--- config.mk ---
export PLATFORM = sky130hd
export DESIGN_NAME = fanout_sched
export DESIGN_NICKNAME = d
export VERILOG_FILES = /design/src/rtl/fanout_sched_pkg.sv /design/src/rtl/fanout_ready_reduce.sv /design/src/rtl/fanout_sched.sv
export SDC_FILE = /design/constraint.sdc
export NUM_CORES = 1
export LEC_CHECK = 0
export CAP_MARGIN = 10
export CORE_MARGIN = 8
export CORE_UTILIZATION = 31
export CTS_BUF_LIST = sky130_fd_sc_hd__clkbuf_4 sky130_fd_sc_hd__clkbuf_8
export DETAILED_ROUTE_END_ITERATION = 8
export SLEW_MARGIN = 20
export SYNTH_ARGS = -nofsm -noshare
export SYNTH_HDL_FRONTEND = slang
export SYNTH_SLANG_ARGS = --single-unit
--- constraint.sdc ---
create_clock -name clk -period 3.3 [get_ports clk]
set_input_delay 0.495 -clock clk [delete_from_list [all_inputs] [get_ports clk]]
set_output_delay 0.495 -clock clk [all_outputs]
set_load 0.005 [all_outputs]
--- src/rtl/fanout_sched_pkg.sv ---
// Shared types and limits for the eager-fork fanout scheduler.
package fanout_sched_pkg;

    localparam int NUM_OUT_MAX = 8;

    typedef enum logic [1:0] {
        EMPTY  = 2'd0,
        FULL   = 2'd1,
        RECONF = 2'd2
    } state_e;

endpackage

--- src/rtl/fanout_ready_reduce.sv ---
// Reduces per-port mask/sent/ready into one "every owed consumer can take it now" flag.
module fanout_ready_reduce
    import fanout_sched_pkg::*;
#(
    parameter int NUM_OUT = 6
) (
    input  logic [NUM_OUT-1:0] mask,
    input  logic [NUM_OUT-1:0] sent,
    input  logic [NUM_OUT-1:0] ready,
    output logic               done
);

    logic [NUM_OUT-1:0] owed;

    assign owed = mask & ~sent;
    assign done = &(~owed | ready);

endmodule

--- src/rtl/fanout_sched.sv ---
// Eager-fork scheduler: one registered token slot fanned out to NUM_OUT consumers,
// with in-flight-safe mask reconfiguration and a saturating stall counter.
module fanout_sched
    import fanout_sched_pkg::*;
#(
    parameter int NUM_OUT = 6,
    parameter int DATA_W  = 16,
    parameter int CNT_W   = 16
) (
    input  logic               clk,
    input  logic               rst_n,
    input  logic               in_valid,
    input  logic [DATA_W-1:0]  in_data,
    output logic               in_ready,
    output logic [NUM_OUT-1:0] out_valid,
    output logic [DATA_W-1:0]  out_data,
    input  logic [NUM_OUT-1:0] out_ready,
    input  logic               cfg_en,
    input  logic [NUM_OUT-1:0] cfg_mask,
    input  logic               flush,
    input  logic               cnt_clr,
    output logic [NUM_OUT-1:0] mask_q,
    output logic               busy,
    output logic [CNT_W-1:0]   stall_cnt
);

    state_e             state_q, state_d;
    logic [DATA_W-1:0]  data_q, data_d;
    logic [NUM_OUT-1:0] sent_q, sent_d;
    logic [NUM_OUT-1:0] mask_d;
    logic [NUM_OUT-1:0] pend_mask_q, pend_mask_d;
    logic [NUM_OUT-1:0] fire;
    logic [CNT_W-1:0]   stall_q, stall_d;
    logic               ready_ok;
    logic               done;

    fanout_ready_reduce #(
        .NUM_OUT (NUM_OUT)
    ) u_ready_reduce (
        .mask  (mask_q),
        .sent  (sent_q),
        .ready (out_ready),
        .done  (ready_ok)
    );

    assign busy      = (state_q != EMPTY);
    assign done      = busy & ready_ok;
    assign fire      = out_valid & out_ready;
    assign out_data  = data_q;
    assign stall_cnt = stall_q;

    always_ff @(posedge clk or negedge rst_n) begin
        if (!rst_n) begin
            state_q     <= EMPTY;
            data_q      <= '0;
            sent_q      <= '0;
            mask_q      <= '0;
            pend_mask_q <= '0;
            stall_q     <= '0;
        end else begin
            state_q     <= state_d;
            data_q      <= data_d;
            sent_q      <= sent_d;
            mask_q      <= mask_d;
            pend_mask_q <= pend_mask_d;
            stall_q     <= stall_d;
        end
    end

    always_comb begin
        state_d     = state_q;
        data_d      = data_q;
        sent_d      = sent_q;
        mask_d      = mask_q;
        pend_mask_d = pend_mask_q;

        if (flush) begin
            state_d = EMPTY;
            sent_d  = '0;
            if (cfg_en) begin
                mask_d = cfg_mask;
            end else if (state_q == RECONF) begin
                mask_d = pend_mask_q;
            end
        end else begin
            unique case (state_q)
                EMPTY: begin
                    if (cfg_en) begin
                        mask_d = cfg_mask;
                    end else if (in_valid && (mask_q != '0)) begin
                        data_d  = in_data;
                        sent_d  = '0;
                        state_d = FULL;
                    end
                end
                FULL: begin
                    if (done) begin
                        sent_d = '0;
                        if (cfg_en) begin
                            mask_d  = cfg_mask;
                            state_d = EMPTY;
                        end else if (in_valid) begin
                            data_d = in_data;
                        end else begin
                            state_d = EMPTY;
                        end
                    end else begin
                        sent_d = sent_q | fire;
                        if (cfg_en) begin
                            pend_mask_d = cfg_mask;
                            state_d     = RECONF;
                        end
                    end
                end
                RECONF: begin
                    // The old mask keeps governing delivery; a same-cycle cfg_en is the newest mask.
                    if (cfg_en) begin
                        pend_mask_d = cfg_mask;
                    end
                    if (done) begin
                        mask_d  = cfg_en ? cfg_mask : pend_mask_q;
                        sent_d  = '0;
                        state_d = EMPTY;
                    end else begin
                        sent_d = sent_q | fire;
                    end
                end
                default: begin
                    state_d = EMPTY;
                    sent_d  = '0;
                end
            endcase
        end

        stall_d = stall_q;
        if (cnt_clr) begin
            stall_d = '0;
        end else if (busy && !done && !(&stall_q)) begin
            stall_d = stall_q + CNT_W'(1);
        end
    end

    always_comb begin
        in_ready  = 1'b0;
        out_valid = '0;
        if (busy) begin
            out_valid = mask_q & ~sent_q;
        end
        if (!flush) begin
            unique case (state_q)
                EMPTY:   in_ready = ~cfg_en;
                FULL:    in_ready = done & ~cfg_en;
                default: in_ready = 1'b0;
            endcase
        end
    end

endmodule

==> impl_metrics.ini, run 1 <==
[outcome]
status = completed

[setup_path]
path_cells = clkdlybuf4s50_1 > nor3b_2 > or4_4 > nor2_1 > a21oi_1 > nor3_1 > clkdlybuf4s50_1
ff2ff_setup_slack_ns = 0.73
crit_start = out_ready[0]
crit_buf_inv = 2
cp.depth = 7
cp.arrival_ns = 2.68
worst_path_largest_cell_delay_ns = 0.58
crit_fanout = 4
r2r_cells = 7
crit_family = buffers and inverters
critPathCapture = in_ready
start_kind = input pin
rr_startpoint = state_q[0]$_DFFE_PN0P_
required_ns = 2.80
cpMaxStageDelayCell = or4_4
path_class = input pin to primary output
cp_common_cell = clkdlybuf4s50_1
r2r-end = out_data[11]$_DFFE_PN0P_
cp-end-kind = primary output

[synth]
synth_area_leaders = dfrtp_1 47%, mux2_2 10%, mux2_4 5.4%
synth_edf_count = 0
synthFlopType = dfrtp_1
syn_inst = 239
synth.most_common_cell = dfrtp_1
yosysTopAreaCell = dfrtp_1
seq_area_frac_synth = 0.4697
yosysWarnings = 0
yosysTopAreaCellShare = 0.4697
avgSynthCellArea_um2 = 11.59
synth_common_cells = 52 x dfrtp_1, 25 x mux2_2, 22 x a21oi_1
synth_area_mm2 = 0.002770
synthesis.nets = 277
ys_types = 50
ys_seq_elements = 52
async_flop_share = 1.000

[global_routing]
grt_remaining_overflow = 0
grt_pass1_wl_mm = 12.22
grt_pass1_vias = 2357
antenna_found_initial = 0
track_usage = 0.1176
grt_max_degree = 35

[sta]
hold_violations = 0
min_period_over_period = 0.9613
finalMaxSlewViolations = 0
grt_setup_unrepaired = false
min_period_ns = 3.172
clock.fmax_ghz = 0.3152
setup_ws_ns = 0.1277
maxSlewHeadroom = 0.4791
holdWs_ns = 0.2678
worst_pin_slew_ns = 0.7814
finalSetupTns_ns = 0
setup-violations-final = 0
clock_skew_ns = 0.009044

[clock_network]
clk_pin_slew_ns = 0.10
post-cts-setup-buffer-count = 0
ctsHtreeMaxLevel = 2
ctsResizeCount = 0
tritoncts = done
cts.path.max_buffers = 2
numCtsBuffers = 5
root_buffer = clkbuf_8
clk_latency_ns = 0.30
cts.hold.buffers_added = 0
numClockSinks = 52

[placement]
pre_cts_slack_ns = 0.1220
gp_congestion = 0.8008
dp.final_hpwl_mm = 5.307
port_buffers = 79

[floorplanning]
core-area_mm2 = 0.008678
dieArea_mm2 = 0.01222
die_height_um = 110.5
ios = 80
die_x_um = 110.5
initial_core_util = 0.3192
num_rows = 34

[routing]
met1Wirelength_mm = 3.463
antenna_left = 0
vias = 2213
wl_met2_mm = 3.225
avgRoutedWirePerCell_um = 16.60
dr_wl_met3_um = 390
vias_per_cell = 5.159
wl_mm = 7.120
firstDrtPassIters = 4
dr.max_layer_used = met4
drt_iter0_drc = 72
drcViolationCount = 0

[final_layout]
fin_nets = 358
drive_gt1_frac = 0.1994
diodes = 0
fillers = 844
finalCoreUtilization = 0.4332
syn_to_final_growth_pct = 35.73

[power]
max-vdd-ir-drop_v = 0.0002083
power_density_mw_per_mm2 = 591.9
power_leakage_nw = 1.452

[min_path]
worst_hold_path_type = input pin to async pin

[run]
drv_cap = 0
layout make-up:
type / instances / area, µm² / share of cell area
Tap cell: 108 / 135.1 / 0.03594
Timing Repair Buffer: 85 / 830.8 / 0.2210
Sequential cell: 52 / 1301 / 0.3461
Clock buffer: 6 / 82.58 / 0.02196
Multi-Input combinational cell: 169 / 1374 / 0.3654
Clock inverter: 2 / 10.01 / 0.002662
Inverter: 7 / 26.28 / 0.006988
worst min-delay path by stage:
stage	depth (start not counted)	end	slack [ns]	start
2_1_floorplan	0	mask_q[0]$_DFFE_PN0P_	0.20	rst_n
3_3_place_gp	1	pend_mask_q[3]$_DFFE_PN0P_	0.48	pend_mask_q[3]$_DFFE_PN0P_
3_5_place_dp	1	pend_mask_q[3]$_DFFE_PN0P_	0.50	pend_mask_q[3]$_DFFE_PN0P_
4_1_cts	1	stall_cnt[9]$_DFFE_PN0P_	0.29	rst_n
5_1_grt	1	stall_cnt[4]$_DFFE_PN0P_	0.32	rst_n
6_report	1	stall_cnt[9]$_DFFE_PN0P_	0.27	rst_n
cells in the final DEF, fill, tap and decap left out, types with 2 or more instances in the layout:
master	count
a21o_1	2
a21oi_1	22
a32o_1	2
buf_4	6
clkbuf_8	6
clkdlybuf4s50_1	78
clkinv_2	2
dfrtp_1	52
ha_1	4
inv_1	7
mux2_2	25
mux2_4	10
nand2_1	7
nand2b_1	6
nand3_1	6
nand4_1	3
nor2_1	13
nor2b_1	8
nor3_1	4
nor3b_1	5
nor3b_2	4
nor4_1	3
o211ai_1	2
o31ai_1	8
o41ai_1	3
or2_2	2
or4_1	6
or4b_1	3
cell families (layout without fill, tap and decap cells):
| group | count (synthesis) | count (layout) | synth area share |
|---|---|---|---|
| AO/OA/AOI/OAI | 52 | 52 | 0.1382 |
| multiplexers | 36 | 36 | 0.1594 |
| XOR/XNOR | 1 | 1 | 0.003162 |
| AND/OR/NAND/NOR | 76 | 76 | 0.1771 |
| buffers and inverters | 18 | 100 | 0.03433 |
| adder cells (fa/ha/maj) | 4 | 4 | 0.01807 |
| flip-flops | 52 | 52 | 0.4697 |
per-stage QoR:
step | cells | power (mW) | instance area [µm²]
2_1_floorplan | 239 | 1.397 | 2770
3_3_place_gp | 421 | 1.857 | 3667
3_5_place_dp | 421 | 1.875 | 3667
4_1_cts | 429 | 2.261 | 3760
5_1_grt | 429 | 2.382 | 3760
6_report | 429 | 2.225 | 3760
flip-flops by register name, indices dropped and copies added (netlist names):
register     flops
sent_q           6
out_data        16
stall_cnt       16
state_q          2
pend_mask_q      6
mask_q           6
power breakdown:
part,internal (mW),total (mW),switching [mW]
clock network,0.168,0.377,0.209
logic,0.570,0.914,0.344
registers,0.811,0.934,0.124
layer usage:
| layer | global-route usage | up-vias |
|---|---|---|
| li1 | - | 1064 |
| met3 | 0.03788 | 5 |
| met5 | 0 | - |
| met1 | 0.1538 | 1095 |
| met2 | 0.1856 | 49 |
| met4 | 0.02162 | 0 |
No activity file was read; power rests on OpenSTA's default activity.
==> run 2, diff against run 1 <==
CTS_CLUSTER_DIAMETER = 80   (was not set)
PLACE_DENSITY = 0.66   (was not set)
==> run 2 against run 1 <==
Against the previous run:
- sequential power shrank 1%
- highest routed layer unchanged
- maximum frequency is 0.39% lower
- clock skew grew 0.0046 ns
- clock power rose by 25%
- critical endpoint unchanged
- combinational power rose by 5.4%
- non-clock buffer count is 2 higher
- utilization up 0.50 points
- sequential cell count unchanged
- via count is 1.9% higher
- final area rose by 1.2%
- sequential share of layout area is 0.40 points lower
==> impl_metrics.ini, run 2 (synthesized netlist as in run 1, its figures left out) <==
[sta]
hold_violations = 0
clock.fmax_ghz = 0.3140
clock_skew_ns = 0.01368
min_period_over_period = 0.9650
finalMaxSlewViolations = 0
worst_pin_slew_ns = 0.7063
finalSetupTns_ns = 0
grt_setup_unrepaired = false
min_period_ns = 3.185
setup-violations-final = 0
maxSlewHeadroom = 0.5276

[final_layout]
regArea_mm2 = 0.001301
mostFrequentLayoutCells = 78 x clkdlybuf4s50_1, 52 x dfrtp_1, 25 x mux2_2
stdcell_area_mm2 = 0.003804
layout_commonest_cell = clkdlybuf4s50_1
fillers = 845
diodes = 0
multi_input_area_mm2 = 0.001374
drive_gt1_frac = 0.2043
syn_to_final_growth_pct = 37.31
fin_nets = 360
instances_no_fill = 431

[setup_path]
rr_startpoint = state_q[0]$_DFFE_PN0P_
cp.arrival_ns = 2.69
r2r-end = out_data[8]$_DFFE_PN0P_
required_ns = 2.80
crit_start = out_ready[0]
cp-end-kind = primary output
r2r_cells = 7
path_class = input pin to primary output
start_kind = input pin
ff2ff_setup_slack_ns = 0.79
crit_fanout = 4

[global_routing]
grt_remaining_overflow = 0
track_usage = 0.1194
grt_max_degree = 28
grt_pass1_vias = 2361
grt_pass1_wl_mm = 12.39
antenna_found_initial = 0

[clock_network]
root_buffer = clkbuf_8
cts.hold.buffers_added = 0
ctsResizeCount = 0
clk_latency_ns = 0.31
numCtsBuffers = 5
numClockSinks = 52
ctsHtreeMaxLevel = 2
cts.path.max_buffers = 2
tritoncts = done
clk_pin_slew_ns = 0.10
post-cts-setup-buffer-count = 0

[routing]
wl_met2_mm = 3.560
dr_wl_met3_um = 341
drt_iter0_drc = 84
avgRoutedWirePerCell_um = 17.18
dr.max_layer_used = met4
met1Wirelength_mm = 3.428
vias = 2255
drcViolationCount = 0
vias_per_cell = 5.232
wl_mm = 7.404
firstDrtPassIters = 4
antenna_left = 0

[power]
max-vdd-ir-drop_v = 0.0002459
finalPower_mw = 2.357
power_leakage_nw = 1.472
power_density_mw_per_mm2 = 619.7

[min_path]
worst_hold_path_type = input pin to async pin

[placement]
port_buffers = 79
gp_congestion = 0.7938
postPlaceCellArea_mm2 = 0.003682
dp.cells = 423
dp.final_hpwl_mm = 5.499

[floorplanning]
ios = 80
num_rows = 34
core-area_mm2 = 0.008678
initial_core_util = 0.3192
dieArea_mm2 = 0.01222
die_height_um = 110.5
die_x_um = 110.5

[outcome]
status = completed

[run]
drv_cap = 0
run 2: cell types whose count changed in the layout (fill, tap and decap cells not counted):
| cell | before | now |
|---|---|---|
| buf_4 | 6 | 8 |
| bufinv_16 | 0 | 1 |
| clkinv_4 | 0 | 1 |
| clkinv_2 | 2 | 0 |
run 2: layout make-up:
| type | count | area share |
|---|---|---|
| clock buffers | 6 | 0.02171 |
| clock inverters | 2 | 0.01020 |
| inverters | 7 | 0.006908 |
| multi-input cells | 169 | 0.3612 |
| flip-flops and latches | 52 | 0.3421 |
| well taps | 108 | 0.03553 |
| repair buffers | 87 | 0.2224 |
run 2: metal layers:
layer,up-vias,track usage
met5,-,0
met4,0,0.02793
met3,8,0.03247
met2,55,0.1971
met1,1127,0.1504
li1,1065,-
run 2: power breakdown:
part	switching (mW)	internal, mW
clock network	0.222	0.248
logic	0.373	0.590
registers	0.114	0.810
run 2: metrics by stage:
step                      hold WS, ns    util  worst slack, ns
after floorplan                0.1994       -            1.121
after global placement         0.4853  0.4243           0.1605
after detailed placement       0.4952  0.4243           0.1439
after CTS                      0.2187  0.4383           0.1383
after global routing           0.2396  0.4383          0.05657
final                          0.1847  0.4383           0.1154
run 2: worst max-delay path by stage:
stage,cells after the start,endpoint
finish,7,in_ready
floorplan,7,in_ready
CTS,7,in_ready
global route,7,in_ready
global placement,7,in_ready
detailed placement,7,in_ready
run 2: worst max-delay path, stage by stage:
cell             delay [ns]
clkdlybuf4s50_1        0.50
nor3b_2                0.07
or4_4                  0.58
nor2_1                 0.20
a21oi_1                0.09
nor3_1                 0.21
clkdlybuf4s50_1        0.55
==> run 3, diff against run 2 <==
PLACE_DENSITY = 0.61   (was 0.66)
==> run 3 against run 2 <==
Against the previous run:
- clock-buffer cell count decreased by 1
- maximum frequency increased by 1.5%
- via count decreased by 2.5%
==> impl_metrics.ini, run 3 (synthesized netlist as in run 1, its figures left out) <==
[setup_path]
required_ns = 2.80
start_kind = input pin
cp.arrival_ns = 2.64
crit_fanout = 4
worst_path_largest_cell_delay_ns = 0.58
r2r-end = out_data[8]$_DFFE_PN0P_
crit_buf_inv = 2
path_cells = clkdlybuf4s50_1 > nor3b_2 > or4_4 > nor2_1 > a21oi_1 > nor3_1 > clkdlybuf4s50_1
cp_common_cell = clkdlybuf4s50_1
crit_family = buffers and inverters
path_class = input pin to primary output
cpMaxStageDelayCell = or4_4
rr_startpoint = state_q[1]$_DFFE_PN0P_
ff2ff_setup_slack_ns = 0.70
r2r_cells = 7
cp-end-kind = primary output

[clock_network]
clk_pin_slew_ns = 0.10
root_buffer = clkbuf_8
numCtsBuffers = 5
ctsResizeCount = 0
ctsHtreeMaxLevel = 2
clk_latency_ns = 0.30
tritoncts = done
cts.hold.buffers_added = 0
post-cts-setup-buffer-count = 0
numClockSinks = 52
cts.path.max_buffers = 2

[floorplanning]
die_height_um = 110.5
die_x_um = 110.5
ios = 80
dieArea_mm2 = 0.01222
num_rows = 34
core-area_mm2 = 0.008678
initial_core_util = 0.3192

[routing]
drcViolationCount = 0
vias = 2199
wl_mm = 7.161
firstDrtPassIters = 6
dr_wl_met3_um = 362
met1Wirelength_mm = 3.382
dr.max_layer_used = met4
wl_met2_mm = 3.333
vias_per_cell = 5.138
avgRoutedWirePerCell_um = 16.73
antenna_left = 0
drt_iter0_drc = 73

[placement]
gp_congestion = 0.7803
postPlaceCellArea_mm2 = 0.003660
dp.final_hpwl_mm = 5.450
port_buffers = 79

[final_layout]
fin_nets = 357
drive_gt1_frac = 0.1969
layout_commonest_cell = clkdlybuf4s50_1
stdcell_area_mm2 = 0.003819
diodes = 0
mostFrequentLayoutCells = 78 x clkdlybuf4s50_1, 52 x dfrtp_1, 25 x mux2_2
syn_to_final_growth_pct = 37.85

[global_routing]
grt_pass1_wl_mm = 11.89
antenna_found_initial = 0
grt_max_degree = 30
track_usage = 0.1148
grt_pass1_vias = 2323
grt_remaining_overflow = 0

[min_path]
worst_hold_path_type = input pin to async pin

[sta]
setup-violations-final = 0
min_period_over_period = 0.9504
clock_skew_ns = 0.005734
clock.fmax_ghz = 0.3188
finalMaxSlewViolations = 0
hold_violations = 0
finalSetupTns_ns = 0
maxSlewHeadroom = 0.4887
min_period_ns = 3.136
grt_setup_unrepaired = false
worst_pin_slew_ns = 0.7653

[power]
seqPwrFrac = 0.383
p_int_mw = 1.755
swShare = 0.2817
power_density_mw_per_mm2 = 639.9
finalPower_mw = 2.443
power_leakage_nw = 1.474
combPwrFrac = 0.375
p_switching_mw = 0.6882
max-vdd-ir-drop_v = 0.0003371
clockPowerShare = 0.242

[run]
drv_cap = 0

[outcome]
status = completed
[run 3: worst max path at each step]
stage / startpoint / end / slack (ns) / depth (start not counted)
2_1_floorplan: state_q[0]$_DFFE_PN0P_ / in_ready / 1.12 / 7
5_1_grt: out_ready[0] / in_ready / 0.04 / 7
6_report: out_ready[0] / in_ready / 0.16 / 7
3_3_place_gp: out_ready[0] / in_ready / 0.17 / 7
3_5_place_dp: out_ready[0] / in_ready / 0.15 / 7
4_1_cts: out_ready[0] / in_ready / 0.15 / 7
[run 3: per-layer routing]
layer / track usage / vias to the layer above
met5: 0 / -
met4: 0.03514 / 0
met3: 0.03247 / 5
met2: 0.1793 / 56
met1: 0.1493 / 1079
li1: - / 1059
[run 3: through the flow]
| stage | std cells | setup slack, ns | util | hold slack (ns) |
|---|---|---|---|---|
| after floorplan | 239 | 1.121 | - | 0.1994 |
| final | 428 | 0.1636 | 0.4400 | 0.2089 |
| after global routing | 428 | 0.03967 | 0.4400 | 0.2607 |
| after global placement | 420 | 0.1720 | 0.4217 | 0.4864 |
| after CTS | 428 | 0.1470 | 0.4400 | 0.2231 |
| after detailed placement | 420 | 0.1511 | 0.4217 | 0.4946 |
[run 3: cell type report]
class | count | area, µm²
clock buffer | 5 | 68.82
clock inverter | 3 | 90.09
sequential | 52 | 1301
timing repair buffer | 84 | 823.3
multi-input combinational | 169 | 1374
tap | 108 | 135.1
fill | 843 | 4860
inverter | 7 | 26.28
[run 3: power by group through the flow]
stage	Combinational (mW)	Sequential (mW)	Clock, mW
finish	0.916	0.937	0.591
global placement	0.916	0.945	0
CTS	0.931	0.940	0.610
detailed placement	0.928	0.946	0
global route	0.991	0.965	0.636
floorplan	0.464	0.933	0
==> variant 1 (settings of run 3) <==
Make the reset (`rst_n`) synchronous in one clocked block.
--- a/src/rtl/fanout_sched.sv
+++ b/src/rtl/fanout_sched.sv
@@ -49,7 +49,7 @@
     assign out_data  = data_q;
     assign stall_cnt = stall_q;
 
-    always_ff @(posedge clk or negedge rst_n) begin
+    always_ff @(posedge clk) begin
         if (!rst_n) begin
             state_q     <= EMPTY;
             data_q      <= '0;
Behaviour: differs if rst_n is asserted again (counterexample within 4 cycles, from zero or initial values and one cycle with rst_n low); with rst_n held inactive, the same outputs for 4 cycles.
==> variant 1 against run 3 <==
  * Setup slack improved by 0.32 ns
  * Via count rose by 9.5%
  * Highest routed layer unchanged
  * Worst hold slack better by 0.25 ns
  * Largest cell class unchanged
  * Critical endpoint unchanged
  * Wire length fell by 0.96%
  * Design area fell by 3.1%
  * Maximum frequency grew 12%
  * Area after synthesis is 2.3% lower
  * Total power decreased by 34%
  * Sequential cell count did not move
==> variant 1: results (changes against run 3) <==
<table>
<tr><th>Metric</th><th>Value</th></tr>
<tr><th colspan="2">Worst setup path</th></tr>
<tr><td>Worst endpoint data arrival time</td><td>2.32 ns (was 2.64 ns)</td></tr>
<tr><td>Flop-to-flop setup slack</td><td>0.56 ns (was 0.70 ns)</td></tr>
<tr><td>Cell with the largest stage delay on the worst path</td><td>clkdlybuf4s50_1 (was or4_4)</td></tr>
<tr><td>Top fanout value on the critical path</td><td>2 (was 4)</td></tr>
<tr><th colspan="2">Status</th></tr>
<tr><td>Run status</td><td>completed (unchanged)</td></tr>
<tr><th colspan="2">Worst hold path</th></tr>
<tr><td>Worst Hold Class</td><td>reg -&gt; reg (was in -&gt; async)</td></tr>
<tr><th colspan="2">Placed design</th></tr>
<tr><td>DP HPWL</td><td>5.29 mm (was 5.45 mm)</td></tr>
<tr><td>Area of placed instances</td><td>3580 µm² (was 3660 µm²)</td></tr>
<tr><th colspan="2">Global route</th></tr>
<tr><td>Global-route usage over all layers</td><td>11.5% (about the same)</td></tr>
<tr><td>Number of global-route vias before repair</td><td>2311 (was 2323)</td></tr>
<tr><td>Global-route wire length before repair</td><td>11.4 mm (was 11.9 mm)</td></tr>
<tr><th colspan="2">Detailed routing</th></tr>
<tr><td>Via count</td><td>2408 (was 2199)</td></tr>
<tr><td>Detailed-route wire length per cell</td><td>14.7 µm (was 16.7 µm)</td></tr>
<tr><td>Router iterations before antenna repair</td><td>4 (was 6)</td></tr>
<tr><td>Starting DRC count in detailed routing</td><td>80 (was 73)</td></tr>
<tr><th colspan="2">Layout</th></tr>
<tr><td>Share of layout cells above drive strength 1</td><td>8.27% (was 19.7%)</td></tr>
<tr><td>Layout filler cell count</td><td>867 (was 843)</td></tr>
<tr><th colspan="2">Power</th></tr>
<tr><td>VDD IR-drop max</td><td>0.000227 V (was 0.000337 V)</td></tr>
<tr><td>Pleak</td><td>1.35 nW (was 1.47 nW)</td></tr>
<tr><th colspan="2">Yosys</th></tr>
<tr><td>Most common flop cell mapped by yosys</td><td>dfxtp_1 (was dfrtp_1)</td></tr>
<tr><td>Top cells by instance count after synthesis</td><td>dfxtp_1, nand2_1, nor2_1 (was dfrtp_1, mux2_2, a21oi_1)</td></tr>
<tr><td>Biggest area contributors in the synthesized netlist</td><td>dfxtp_1, mux2i_1, nand2_1 (was dfrtp_1, mux2_2, mux2_4)</td></tr>
<tr><td>Unique cell type count in the Yosys netlist</td><td>44 (was 50)</td></tr>
<tr><td>Post-synthesis sequential area ratio</td><td>38.5% (was 47.0%)</td></tr>
<tr><th colspan="2">STA</th></tr>
<tr><td>Final Skew</td><td>0.0151 ns (was 0.00573 ns)</td></tr>
</table>
[variant 1: changes by cell type in the layout (fill, tap and decap cells not counted), sizes merged, moves of 6 or more]
cell / change
or4: -7
o21ai: +10
dfxtp: +52
mux2i: +21
dfrtp: -52
a21oi: -6
a211oi: +7
a31o: +10
nor2: +11
mux2: -35
nand2: +42
o31ai: -8
[variant 1: worst max path at each step]
| stage | from | endpoint | cells after the start |
|---|---|---|---|
| 6_report | out_ready[5] | in_ready | 6 |
| 5_1_grt | state_q[0] | sent_q[5] | 7 |
| 4_1_cts | out_ready[5] | in_ready | 6 |
| 3_5_place_dp | out_ready[5] | in_ready | 6 |
| 3_3_place_gp | out_ready[5] | in_ready | 6 |
| 2_1_floorplan | state_q[0] | out_data[0] | 8 |
[variant 1: per-stage QoR]
| step | utilization [%] | hold WS (ns) | cells | setup slack, ns |
|---|---|---|---|---|
| floorplan | - | 0.451 | 302 | 1.24 |
| global placement | 41.6 | 0.443 | 475 | 0.476 |
| finish | 43.1 | 0.458 | 483 | 0.488 |
| detailed placement | 41.6 | 0.449 | 475 | 0.511 |
| CTS | 43.1 | 0.464 | 483 | 0.483 |
| global route | 43.1 | 0.482 | 483 | 0.249 |
[variant 1: power breakdown]
part	leakage [nW]	total (mW)	switching, mW	internal, mW
Combinational	0.870	0.469	0.236	0.232
Clock	0.0614	0.457	0.208	0.248
Sequential	0.421	0.695	0.0313	0.664
[variant 1: area by class of cell]
class / count / area [µm²] / share of cell area [%]
clock buffer: 6 / 82.6 / 2.23
tap: 108 / 135 / 3.65
inverter: 5 / 18.8 / 0.507
timing repair buffer: 84 / 823 / 22.3
clock inverter: 2 / 38.8 / 1.05
sequential: 52 / 1040 / 28.1
multi-input combinational: 226 / 1560 / 42.2
[variant 1: cells by family (layout without fill, tap and decap cells)]
| family | count (synthesis) | count (layout) | synth area share, % |
|---|---|---|---|
| mux | 22 | 22 | 8.14 |
| simple gates | 125 | 125 | 26.2 |
| xor+xnor | 6 | 6 | 1.94 |
| flops | 52 | 52 | 38.5 |
| fa+ha+maj | 5 | 5 | 2.31 |
| buf+inv | 24 | 97 | 3.84 |
| compound gates | 68 | 68 | 19.1 |
[variant 1: worst reg2reg max path, stage by stage, from the launching register on]
cell      delay [ns]
dfxtp_1         0.33
inv_1           0.11
ha_1            0.64
nor4b_1         0.42
and2_1          0.27
a211oi_1        0.07
a211oi_1        0.62
nor2b_1         0.21
[variant 1: layer usage]
layer  share of wire, %  vias up  global-route usage [%]
met5                  0        -                       0
met4               0.34        0                    2.03
li1                   -     1238                       -
met1                 48     1119                    15.3
met2                 46       49                    18.4
met3                5.5        2                    3.11
==> variant 2 (config.mk and constraints of run 3) <==
Without the edit above. `NUM_OUT` is set to 6 in 2 places; all go to 5.
--- a/src/rtl/fanout_ready_reduce.sv
+++ b/src/rtl/fanout_ready_reduce.sv
@@ -2,7 +2,7 @@
 module fanout_ready_reduce
     import fanout_sched_pkg::*;
 #(
-    parameter int NUM_OUT = 6
+    parameter int NUM_OUT = 5
 ) (
     input  logic [NUM_OUT-1:0] mask,
     input  logic [NUM_OUT-1:0] sent,
--- a/src/rtl/fanout_sched.sv
+++ b/src/rtl/fanout_sched.sv
@@ -3,7 +3,7 @@
 module fanout_sched
     import fanout_sched_pkg::*;
 #(
-    parameter int NUM_OUT = 6,
+    parameter int NUM_OUT = 5,
     parameter int DATA_W  = 16,
     parameter int CNT_W   = 16
 ) (
Interface: changed (resized cfg_mask, mask_q, out_ready and out_valid); port bits go from 80 to 76. No check against the original RTL was run, so the function may have changed too.
==> variant 2 against run 3 <==
  * Global-route usage grew 0.23 points
  * Sequential cell count fell by 3
  * Setup slack better by 0.25 ns
  * Wire length decreased by 10%
  * Total power down 28%
  * Utilization fell by 0.92 points
  * Critical path depth did not move
  * Area after synthesis fell by 7.0%
  * Worst hold slack worse by 0.018 ns
  * Design area fell by 8.2%
  * Maximum frequency rose by 8.6%
  * Die area decreased by 6.0%
  * Highest routed layer unchanged
==> variant 2: results (changes against run 3) <==
<table>
<tr><th>Metric</th><th>Value</th></tr>
<tr><th colspan="2">Status</th></tr>
<tr><td>Run status</td><td>completed (unchanged)</td></tr>
<tr><th colspan="2">Yosys</th></tr>
<tr><td>Unique cell type count in the Yosys netlist</td><td>43 (was 50)</td></tr>
<tr><td>Mapped Nets</td><td>266 (was 277)</td></tr>
<tr><td>Biggest area contributors in the synthesized netlist</td><td>dfrtp_1, mux2_2, mux2_4 (unchanged)</td></tr>
<tr><td>Post-synthesis sequential area ratio</td><td>47.6% (was 47.0%)</td></tr>
<tr><td>Number of instances in the synthesized netlist</td><td>230 (was 239)</td></tr>
<tr><th colspan="2">STA</th></tr>
<tr><td>Final Skew</td><td>0.00445 ns (was 0.00573 ns)</td></tr>
<tr><td>Transition time at the pin with the least slew margin</td><td>0.831 ns (was 0.765 ns)</td></tr>
<tr><td>Smallest setup slack after layout</td><td>0.412 ns (was 0.164 ns)</td></tr>
<tr><th colspan="2">Detailed routing</th></tr>
<tr><td>Met3 WL post-DR</td><td>484 µm (was 362 µm)</td></tr>
<tr><td>Router iterations before antenna repair</td><td>4 (was 6)</td></tr>
<tr><td>Routed metal-1 wire length</td><td>2.66 mm (was 3.38 mm)</td></tr>
<tr><td>Via count</td><td>2052 (was 2199)</td></tr>
<tr><td>Starting DRC count in detailed routing</td><td>54 (was 73)</td></tr>
<tr><td>Detail Route met2 WL</td><td>3.23 mm (was 3.33 mm)</td></tr>
<tr><td>Total routed wirelength</td><td>6.45 mm (was 7.16 mm)</td></tr>
<tr><th colspan="2">Worst setup path</th></tr>
<tr><td>Flop-to-flop setup slack</td><td>0.64 ns (was 0.70 ns)</td></tr>
<tr><td>Top fanout value on the critical path</td><td>6 (was 4)</td></tr>
<tr><th colspan="2">Global route</th></tr>
<tr><td>Global-route wire length before repair</td><td>11.0 mm (was 11.9 mm)</td></tr>
<tr><td>Number of global-route vias before repair</td><td>2190 (was 2323)</td></tr>
<tr><td>Maximum number of pins on one net before global-route repair</td><td>28 (was 30)</td></tr>
<tr><td>Met3 Usage GRT</td><td>4.08% (was 3.25%)</td></tr>
<tr><td>Global-route usage over all layers</td><td>11.7% (was 11.5%)</td></tr>
<tr><td>GR Util met1</td><td>13.3% (was 14.9%)</td></tr>
<tr><th colspan="2">Power</th></tr>
<tr><td>Design Power</td><td>1.75 mW (was 2.44 mW)</td></tr>
<tr><td>Reported net switching power</td><td>0.484 mW (was 0.688 mW)</td></tr>
<tr><td>VDD IR-drop max</td><td>0.000260 V (was 0.000337 V)</td></tr>
<tr><th colspan="2">Placed design</th></tr>
<tr><td>Worst setup slack before clock tree synthesis</td><td>0.419 ns (was 0.151 ns)</td></tr>
<tr><td>Quantity of I/O buffers inserted on ports</td><td>75 (was 79)</td></tr>
</table>
==> variant 2: cell types whose count changed after synthesis, moves of 4 or more <==
cell,change
nor3b_1,+5
nand2b_1,-6
a21oi_1,-8
or4_1,-4
nor3b_2,-4
nor2_1,+6
o31ai_1,-6
nor3_1,+9
==> variant 2: layout make-up <==
cell class	count	area, µm²
Tap cell	105	131
Sequential cell	49	1230
Clock inverter	1	7.51
Clock buffer	7	83.8
Inverter	10	37.5
Multi-Input combinational cell	163	1260
Timing Repair Buffer	77	761
Fill cell	791	4630
==> variant 2: cell families after synthesis <==
group | after synthesis | share of synthesized area [%]
flip-flops | 49 | 47.6
adder cells (fa/ha/maj) | 4 | 1.94
multiplexers | 37 | 17.6
buffers and inverters | 18 | 3.59
XOR/XNOR | 2 | 0.680
AO/OA/AOI/OAI | 39 | 11.3
AND/OR/NAND/NOR | 81 | 17.3
